### src/rtl/u3v_pixel_packer_if.sv
// FIFO write-side bundle between the pixel packer and the U3V streaming FIFO.
// The packer drives word/markers as master; the FIFO returns its full flag.
interface u3v_pixel_packer_if;
   logic        fifo_wr_o;
   logic [31:0] fifo_data_o;
   logic        fifo_sof_o;
   logic        fifo_eof_o;
   logic        fifo_full_i;

   modport master (
      output fifo_wr_o,
      output fifo_data_o,
      output fifo_sof_o,
      output fifo_eof_o,
      input  fifo_full_i
   );

   modport slave (
      input  fifo_wr_o,
      input  fifo_data_o,
      input  fifo_sof_o,
      input  fifo_eof_o,
      output fifo_full_i
   );
endinterface

### src/rtl/u3v_pixel_packer.sv
// Packs Mono10 pixels two per 32-bit word, framed by header/trailer words.
// Latency: input sample edge k -> FIFO write visible after edge k+1; full drops words, never stalls.
module u3v_pixel_packer #(
   parameter int PIX_W = 10,
   parameter int CNT_W = 16
) (
   input  logic             clk_pixel_i,
   input  logic             reset_pixel_n_i,
   input  logic             fv_i,
   input  logic             lv_i,
   input  logic [PIX_W-1:0] pd_i,
   input  logic             enable_i,
   input  logic             clr_err_i,
   u3v_pixel_packer_if.master fifo_if,
   output logic [CNT_W-1:0] frame_cnt_o,
   output logic [CNT_W-1:0] line_cnt_o,
   output logic             overflow_o,
   output logic             frame_drop_o
);

   typedef enum logic [2:0] {
      S_WAIT_LOW = 3'd0,
      S_IDLE     = 3'd1,
      S_ACTIVE   = 3'd2,
      S_TRAILER  = 3'd3,
      S_SKIP     = 3'd4
   } state_e;

   state_e state_q, state_d;

   // Input stage and edge-detect history
   logic             fv_q, lv_q, fv_qq, lv_qq;
   logic [PIX_W-1:0] pd_q;
   logic             primed_q;

   logic [15:0]      low_q, low_d;
   logic             pend_q, pend_d;
   logic [CNT_W-1:0] frame_cnt_q, frame_cnt_d;
   logic [CNT_W-1:0] line_cnt_q, line_cnt_d;
   logic             odd_err_q, odd_err_d;
   logic             ovf_err_q, ovf_err_d;
   logic             overflow_q, overflow_d;
   logic             frame_drop_q, frame_drop_d;

   logic             wr_q, wr_d;
   logic [31:0]      data_q, data_d;
   logic             sof_q, sof_d;
   logic             eof_q, eof_d;

   logic             fv_rise, fv_fall, lv_fall, pix_vld;
   logic [15:0]      pix16;

   logic             wr_req, sof_req, eof_req, drop_set, ovf_keep;
   logic [31:0]      word;
   logic             dropped;

   assign fv_rise = fv_q & ~fv_qq;
   assign fv_fall = ~fv_q & fv_qq;
   assign lv_fall = ~lv_q & lv_qq;
   assign pix_vld = fv_q & lv_q;
   assign pix16   = 16'(pd_q);

   always_ff @(posedge clk_pixel_i or negedge reset_pixel_n_i) begin
      if (!reset_pixel_n_i) begin
         fv_q     <= 1'b0;
         lv_q     <= 1'b0;
         pd_q     <= '0;
         fv_qq    <= 1'b0;
         lv_qq    <= 1'b0;
         primed_q <= 1'b0;
      end else begin
         fv_q     <= fv_i;
         lv_q     <= lv_i;
         pd_q     <= pd_i;
         fv_qq    <= fv_q;
         lv_qq    <= lv_q;
         primed_q <= 1'b1;
      end
   end

   always_ff @(posedge clk_pixel_i or negedge reset_pixel_n_i) begin
      if (!reset_pixel_n_i) begin
         state_q <= S_WAIT_LOW;
      end else begin
         state_q <= state_d;
      end
   end

   // WAIT_LOW ignores the reset value of fv_q so a frame already in flight cannot fake a rise
   always_comb begin
      state_d = state_q;
      case (state_q)
         S_WAIT_LOW: if (primed_q && !fv_q) state_d = S_IDLE;
         S_IDLE:     if (fv_rise) state_d = enable_i ? S_ACTIVE : S_SKIP;
         S_ACTIVE:   if (fv_fall) state_d = S_TRAILER;
         S_TRAILER:  state_d = fv_rise ? S_SKIP : S_IDLE;
         S_SKIP:     if (fv_fall) state_d = S_IDLE;
         default:    state_d = S_WAIT_LOW;
      endcase
   end

   always_comb begin
      wr_req      = 1'b0;
      sof_req     = 1'b0;
      eof_req     = 1'b0;
      drop_set    = 1'b0;
      ovf_keep    = ovf_err_q;
      word        = 32'h0;
      low_d       = low_q;
      pend_d      = pend_q;
      frame_cnt_d = frame_cnt_q;
      line_cnt_d  = line_cnt_q;
      odd_err_d   = odd_err_q;
      case (state_q)
         S_IDLE: begin
            if (fv_rise && enable_i) begin
               wr_req      = 1'b1;
               sof_req     = 1'b1;
               word        = {8'hA5, 8'h00, 16'(frame_cnt_q)};
               frame_cnt_d = frame_cnt_q + 1'b1;
               line_cnt_d  = '0;
               odd_err_d   = 1'b0;
               ovf_keep    = 1'b0;
               low_d       = pix16;
               pend_d      = pix_vld;
            end
         end
         S_ACTIVE: begin
            if (pix_vld) begin
               if (pend_q) begin
                  wr_req = 1'b1;
                  word   = {pix16, low_q};
                  pend_d = 1'b0;
               end else begin
                  low_d  = pix16;
                  pend_d = 1'b1;
               end
            end
            if (lv_fall) line_cnt_d = line_cnt_q + 1'b1;
            // A sample cannot carry a pixel and a fall at once, so the flush never collides
            if ((lv_fall || fv_fall) && pend_q) begin
               wr_req    = 1'b1;
               word      = {16'h0000, low_q};
               pend_d    = 1'b0;
               odd_err_d = 1'b1;
            end
         end
         S_TRAILER: begin
            wr_req   = 1'b1;
            eof_req  = 1'b1;
            word     = {8'h5A, 6'b0, odd_err_q, ovf_err_q, 16'(line_cnt_q)};
            drop_set = fv_rise;
         end
         default: ;
      endcase
   end

   assign dropped      = wr_req & fifo_if.fifo_full_i;
   assign ovf_err_d    = ovf_keep | dropped;
   assign overflow_d   = (overflow_q & ~clr_err_i) | dropped;
   assign frame_drop_d = (frame_drop_q & ~clr_err_i) | drop_set;
   assign wr_d         = wr_req & ~fifo_if.fifo_full_i;
   assign sof_d        = sof_req & ~fifo_if.fifo_full_i;
   assign eof_d        = eof_req & ~fifo_if.fifo_full_i;
   assign data_d       = wr_req ? word : data_q;

   always_ff @(posedge clk_pixel_i or negedge reset_pixel_n_i) begin
      if (!reset_pixel_n_i) begin
         low_q        <= '0;
         pend_q       <= 1'b0;
         frame_cnt_q  <= '0;
         line_cnt_q   <= '0;
         odd_err_q    <= 1'b0;
         ovf_err_q    <= 1'b0;
         overflow_q   <= 1'b0;
         frame_drop_q <= 1'b0;
         wr_q         <= 1'b0;
         data_q       <= '0;
         sof_q        <= 1'b0;
         eof_q        <= 1'b0;
      end else begin
         low_q        <= low_d;
         pend_q       <= pend_d;
         frame_cnt_q  <= frame_cnt_d;
         line_cnt_q   <= line_cnt_d;
         odd_err_q    <= odd_err_d;
         ovf_err_q    <= ovf_err_d;
         overflow_q   <= overflow_d;
         frame_drop_q <= frame_drop_d;
         wr_q         <= wr_d;
         data_q       <= data_d;
         sof_q        <= sof_d;
         eof_q        <= eof_d;
      end
   end

   assign fifo_if.fifo_wr_o   = wr_q;
   assign fifo_if.fifo_data_o = data_q;
   assign fifo_if.fifo_sof_o  = sof_q;
   assign fifo_if.fifo_eof_o  = eof_q;
   assign frame_cnt_o         = frame_cnt_q;
   assign line_cnt_o          = line_cnt_q;
   assign overflow_o          = overflow_q;
   assign frame_drop_o        = frame_drop_q;

endmodule

### src/flat_wrapper.sv
// flat-port wrapper written by rule: the top's interface ports become plain ports
module u3v_pixel_packer_flat 
#(
   parameter int PIX_W = 10,
   parameter int CNT_W = 16
)
  (clk_pixel_i, reset_pixel_n_i, fv_i, lv_i, pd_i, enable_i, clr_err_i, frame_cnt_o, line_cnt_o, overflow_o, frame_drop_o, fifo_if_fifo_wr_o, fifo_if_fifo_data_o, fifo_if_fifo_sof_o, fifo_if_fifo_eof_o, fifo_if_fifo_full_i);
  u3v_pixel_packer_if fifo_if_i ();
  input  logic clk_pixel_i;
  input  logic reset_pixel_n_i;
  input  logic fv_i;
  input  logic lv_i;
  input  logic [PIX_W-1:0] pd_i;
  input  logic enable_i;
  input  logic clr_err_i;
  output logic [CNT_W-1:0] frame_cnt_o;
  output logic [CNT_W-1:0] line_cnt_o;
  output logic overflow_o;
  output logic frame_drop_o;
  output wire logic [$bits(fifo_if_i.fifo_wr_o)-1:0] fifo_if_fifo_wr_o;
  output wire logic [$bits(fifo_if_i.fifo_data_o)-1:0] fifo_if_fifo_data_o;
  output wire logic [$bits(fifo_if_i.fifo_sof_o)-1:0] fifo_if_fifo_sof_o;
  output wire logic [$bits(fifo_if_i.fifo_eof_o)-1:0] fifo_if_fifo_eof_o;
  input wire logic [$bits(fifo_if_i.fifo_full_i)-1:0] fifo_if_fifo_full_i;
  assign fifo_if_fifo_wr_o = fifo_if_i.fifo_wr_o;
  assign fifo_if_fifo_data_o = fifo_if_i.fifo_data_o;
  assign fifo_if_fifo_sof_o = fifo_if_i.fifo_sof_o;
  assign fifo_if_fifo_eof_o = fifo_if_i.fifo_eof_o;
  assign fifo_if_i.fifo_full_i = fifo_if_fifo_full_i;
  u3v_pixel_packer #(.PIX_W(PIX_W), .CNT_W(CNT_W)) u_core (.clk_pixel_i(clk_pixel_i), .reset_pixel_n_i(reset_pixel_n_i), .fv_i(fv_i), .lv_i(lv_i), .pd_i(pd_i), .enable_i(enable_i), .clr_err_i(clr_err_i), .fifo_if(fifo_if_i), .frame_cnt_o(frame_cnt_o), .line_cnt_o(line_cnt_o), .overflow_o(overflow_o), .frame_drop_o(frame_drop_o));
endmodule
### config.mk
export PLATFORM = sky130hd
export DESIGN_NAME = u3v_pixel_packer_flat
export DESIGN_NICKNAME = d
export VERILOG_FILES = /design/src/rtl/u3v_pixel_packer_if.sv /design/src/rtl/u3v_pixel_packer.sv /design/src/flat_wrapper.sv
export SDC_FILE = /design/constraint.sdc
export NUM_CORES = 1
export LEC_CHECK = 0
export CAP_MARGIN = 20
export CORE_MARGIN = 1
export CORE_UTILIZATION = 55
export DETAILED_ROUTE_END_ITERATION = 10
export GPL_ROUTABILITY_DRIVEN = 0
export PLACE_DENSITY_LB_ADDON = 0.25
export RECOVER_POWER = 100
export SETUP_SLACK_MARGIN = 0.5
export SLEW_MARGIN = 20
export SYNTH_ARGS = -nofsm -noshare
export SYNTH_HDL_FRONTEND = slang
export SYNTH_SLANG_ARGS = --single-unit
### constraint.sdc
create_clock -name clk_pixel_i -period 4.9 [get_ports clk_pixel_i]
set_clock_uncertainty 0.1 [all_clocks]
set_input_delay 0.49 -clock clk_pixel_i [delete_from_list [all_inputs] [get_ports clk_pixel_i]]
set_output_delay 0.49 -clock clk_pixel_i [all_outputs]
set_load 0.02 [all_outputs]
==> key figures <==
GRT
  • Vias in the first global route: 3043
  • First-pass GRT wire length: 15.6 mm
  • Initial antenna violation count: 0
  • Tot GR Track Use: a little over a quarter
  • Largest net degree at the start of global routing: 62
  • GRT overflow: 0

Power
  • Leakage: 2.49 nW
  • PwrDens: about 480 nW/µm²
  • Peak VDD IR: 383 µV
  • Total power: 2.50 mW

Cells and area
  • Non-filler cells, final: approximately 530
  • Fillers: 525
  • Layout area overhead: 26.7%
  • Multi-input gate area: 1490 µm²
  • Nets: 447
  • Number of diodes: 0
  • Layout cell share with drive strength beyond 1: 6.70%
  • Register Area: ~2400 µm²
  • Final design instance area without fill: 5160 µm²
  • Final Util: 71.6%

Placement
  • Post-DP HPWL: about 6.6 mm
  • DP Worst Slack: roughly 2.3 ns
  • IO buf count: between 80 and 90
  • Inst Count DP: around 520
  • Placed instance area: 4990 µm²

Synth
  • Mapped Area: 4080 µm²
  • Synth Area in Compound Gates: 11.4%
  • XOR/XNOR Fraction of Synth Area: 4.73%
  • Fraction of registers with async set/reset: 100%
  • Simple-Gate Fraction of Synth Area: between 10 and 15%
  • Synth top area share: 58.9%
  • YS warnings: 0
  • Post-synth net total: 367
  • Sequential area share after synthesis: 58.9%
  • Synth top cells by count: dfrtp_1, nand2_1, inv_1
  • Synth Area in Adders: 0.614%
  • Post-synth EDFFs: 0
  • Ranking of synthesized cells by area: dfrtp_1, mux2i_1, xnor2_1
  • Largest family of logic cells by synthesized area: simple AND/OR/NAND/NOR gates
  • Most common cell in the netlist: dfrtp_1
  • Post-synthesis mux area share: 5.95%
  • Post-Syn Area per Cell: 11.7 µm²
  • Top FF cell, synth: dfrtp_1
  • Largest area contributor in the netlist: dfrtp_1
  • #FFs+latches synth: 96
  • Syn Inst Count: 348
  • Distinct cell type count after synthesis: 47

CTS
  • Inserted Clock Buffers: 9
  • # Post-CTS Setup Buffers: 0
  • Cts repair resizes: 0
  • Root buffer cell: clkbuf_8
  • H-tree Lvls: 3
  • Clock transition at path regs: 0.09 ns
  • CTS max path bufs: 2
  • Hold_buf cts: 0
  • CTS tree: built
  • Count of clock tree sinks: 96
  • Clk Latency, worst-skew pair: 0.37 ns

STA
  • Max_slew headroom: -109%
  • Count of final setup violators: 0
  • Fmax: roughly 0.32 GHz
  • Setup ws final: approximately 1.7 ns
  • Worst hold slack: 0.342 ns
  • RSZ-0062 raised after global routing: no
  • Min Tclk post-route: 3.15 ns
  • Tcrit/Tclk final: 64.4%
  • Hold Vio Cnt, Final: 0
  • Final Max Tran Viols: 139
  • Total negative slack: 0 ns
  • Worst-Margin Slew: 3.14 ns

Critical path
  • Critical Path Start Type: register
  • Slowest cell on the critical path: clkbuf_1
  • Crit path from: u_core.state_q[0]
  • WS Path Type: register to register
  • WP data required: 5.05 ns
  • Crit-path max FO: 30
  • Critical path buffer and inverter count: 3
  • CP max stage delay: 0.86 ns
  • Worst Setup End Kind: register
  • Most used cell, CP: clkbuf_1
  • Critical Path AT: approximately 3.3 ns
  • Worst-path cell chain: inv_1 -> nor3b_1 -> clkbuf_1 -> nor3_2 -> clkbuf_1 -> a221o_1
  • CP top delay family: buffers and inverters
  • R2R Path Start: u_core.state_q[0]

Floorplanning
  • Io pins: 86
  • Starting density of the core: 56.5%
  • Row count: 31
  • Chip height: 88.1 µm
  • CORE AREA: approximately 7200 µm²
  • Die area: 7760 µm²
  • Die Wd: 88.1 µm

Routing
  • Remaining antenna violation count after routing: 0
  • Number of remaining DRC errors: 0
  • Total wire length: approximately 9.6 mm
  • Vias per cell: 5.82
  • DR WL/cell: 18.0 µm
  • Drt pass-1 iters: 5
  • Via count: 3098
  • Initial DRC count: 320

Min path
  • Worst Hold Launch: u_core.lv_q
  • Hold WC Path Type: register to register

Outcome
  • Status: finished, violations left
  • Failing checks: max-capacitance violations, max-slew violations

Job
  • Max-cap violations: 4
==> final cells by class <==
type	count	area share, %
flip-flops and latches	96	46.5
multi-input cells	213	28.9
inverters	19	1.38
well taps	99	2.40
repair buffers	89	16.7
clock inverters	6	1.43
clock buffers	10	2.66
==> cells in the final DEF, fill, tap and decap left out, types with 11 or more instances in the layout <==
cell type,Yosys,layout
nor2_1,17,18
nand2_1,21,21
dfrtp_1,96,96
a22o_1,12,12
xnor2_1,14,14
inv_1,19,19
mux2i_1,13,13
dlygate4sd3_1,0,81
nand3_1,11,11
==> final timing paths <==
path,to,cells past startpoint,slack [ns]
setup / recovery,u_core.fifo_if.fifo_data_o[25],6,1.75
hold / removal,u_core.lv_qq,0,0.34
setup reg to reg,u_core.fifo_if.fifo_data_o[25],6,1.75
hold reg to reg,u_core.lv_qq,0,0.34
max in group asynchronous,u_core.frame_cnt_o[0],2,1.87
min in group asynchronous,u_core.pd_q[6],1,1.05
==> flip-flops by register name, summed over array words and instances (netlist names), 3 cells and up <==
name	cells
u_core.fifo_if.fifo_data_o	28
u_core.frame_cnt_o	16
u_core.line_cnt_o	16
u_core.low_q	10
u_core.pd_q	10
u_core.state_q	3
==> per-layer routing <==
metal | global-route usage, % | wire length [µm]
met1 | 37.4 | 4140
met2 | 42.6 | 4670
met3 | 6.13 | 587
met4 | 9.24 | 177
met5 | 0 | 0
==> worst reg2reg max path, delay by kind of cell (launching register included) <==
family,cells,cell delay [ns]
buffers and inverters,3,1.64
AND/OR/NAND/NOR,2,0.25
flip-flops,1,0.48
AO/OA/AOI/OAI,1,0.57
==> where the power goes <==
group / leakage [nW] / internal, mW / switching, mW / total (mW)
clock network: 0.108 / 0.257 / 0.289 / 0.546
logic: 1.15 / 0.355 / 0.404 / 0.758
registers: 1.23 / 0.984 / 0.211 / 1.20
==> cell families after synthesis <==
group,after synthesis
compound gates,59
mux,23
buf+inv,39
flops,96
fa+ha+maj,2
xor+xnor,22
simple gates,106
other cells,1
Power figures use the tool's default switching activity.
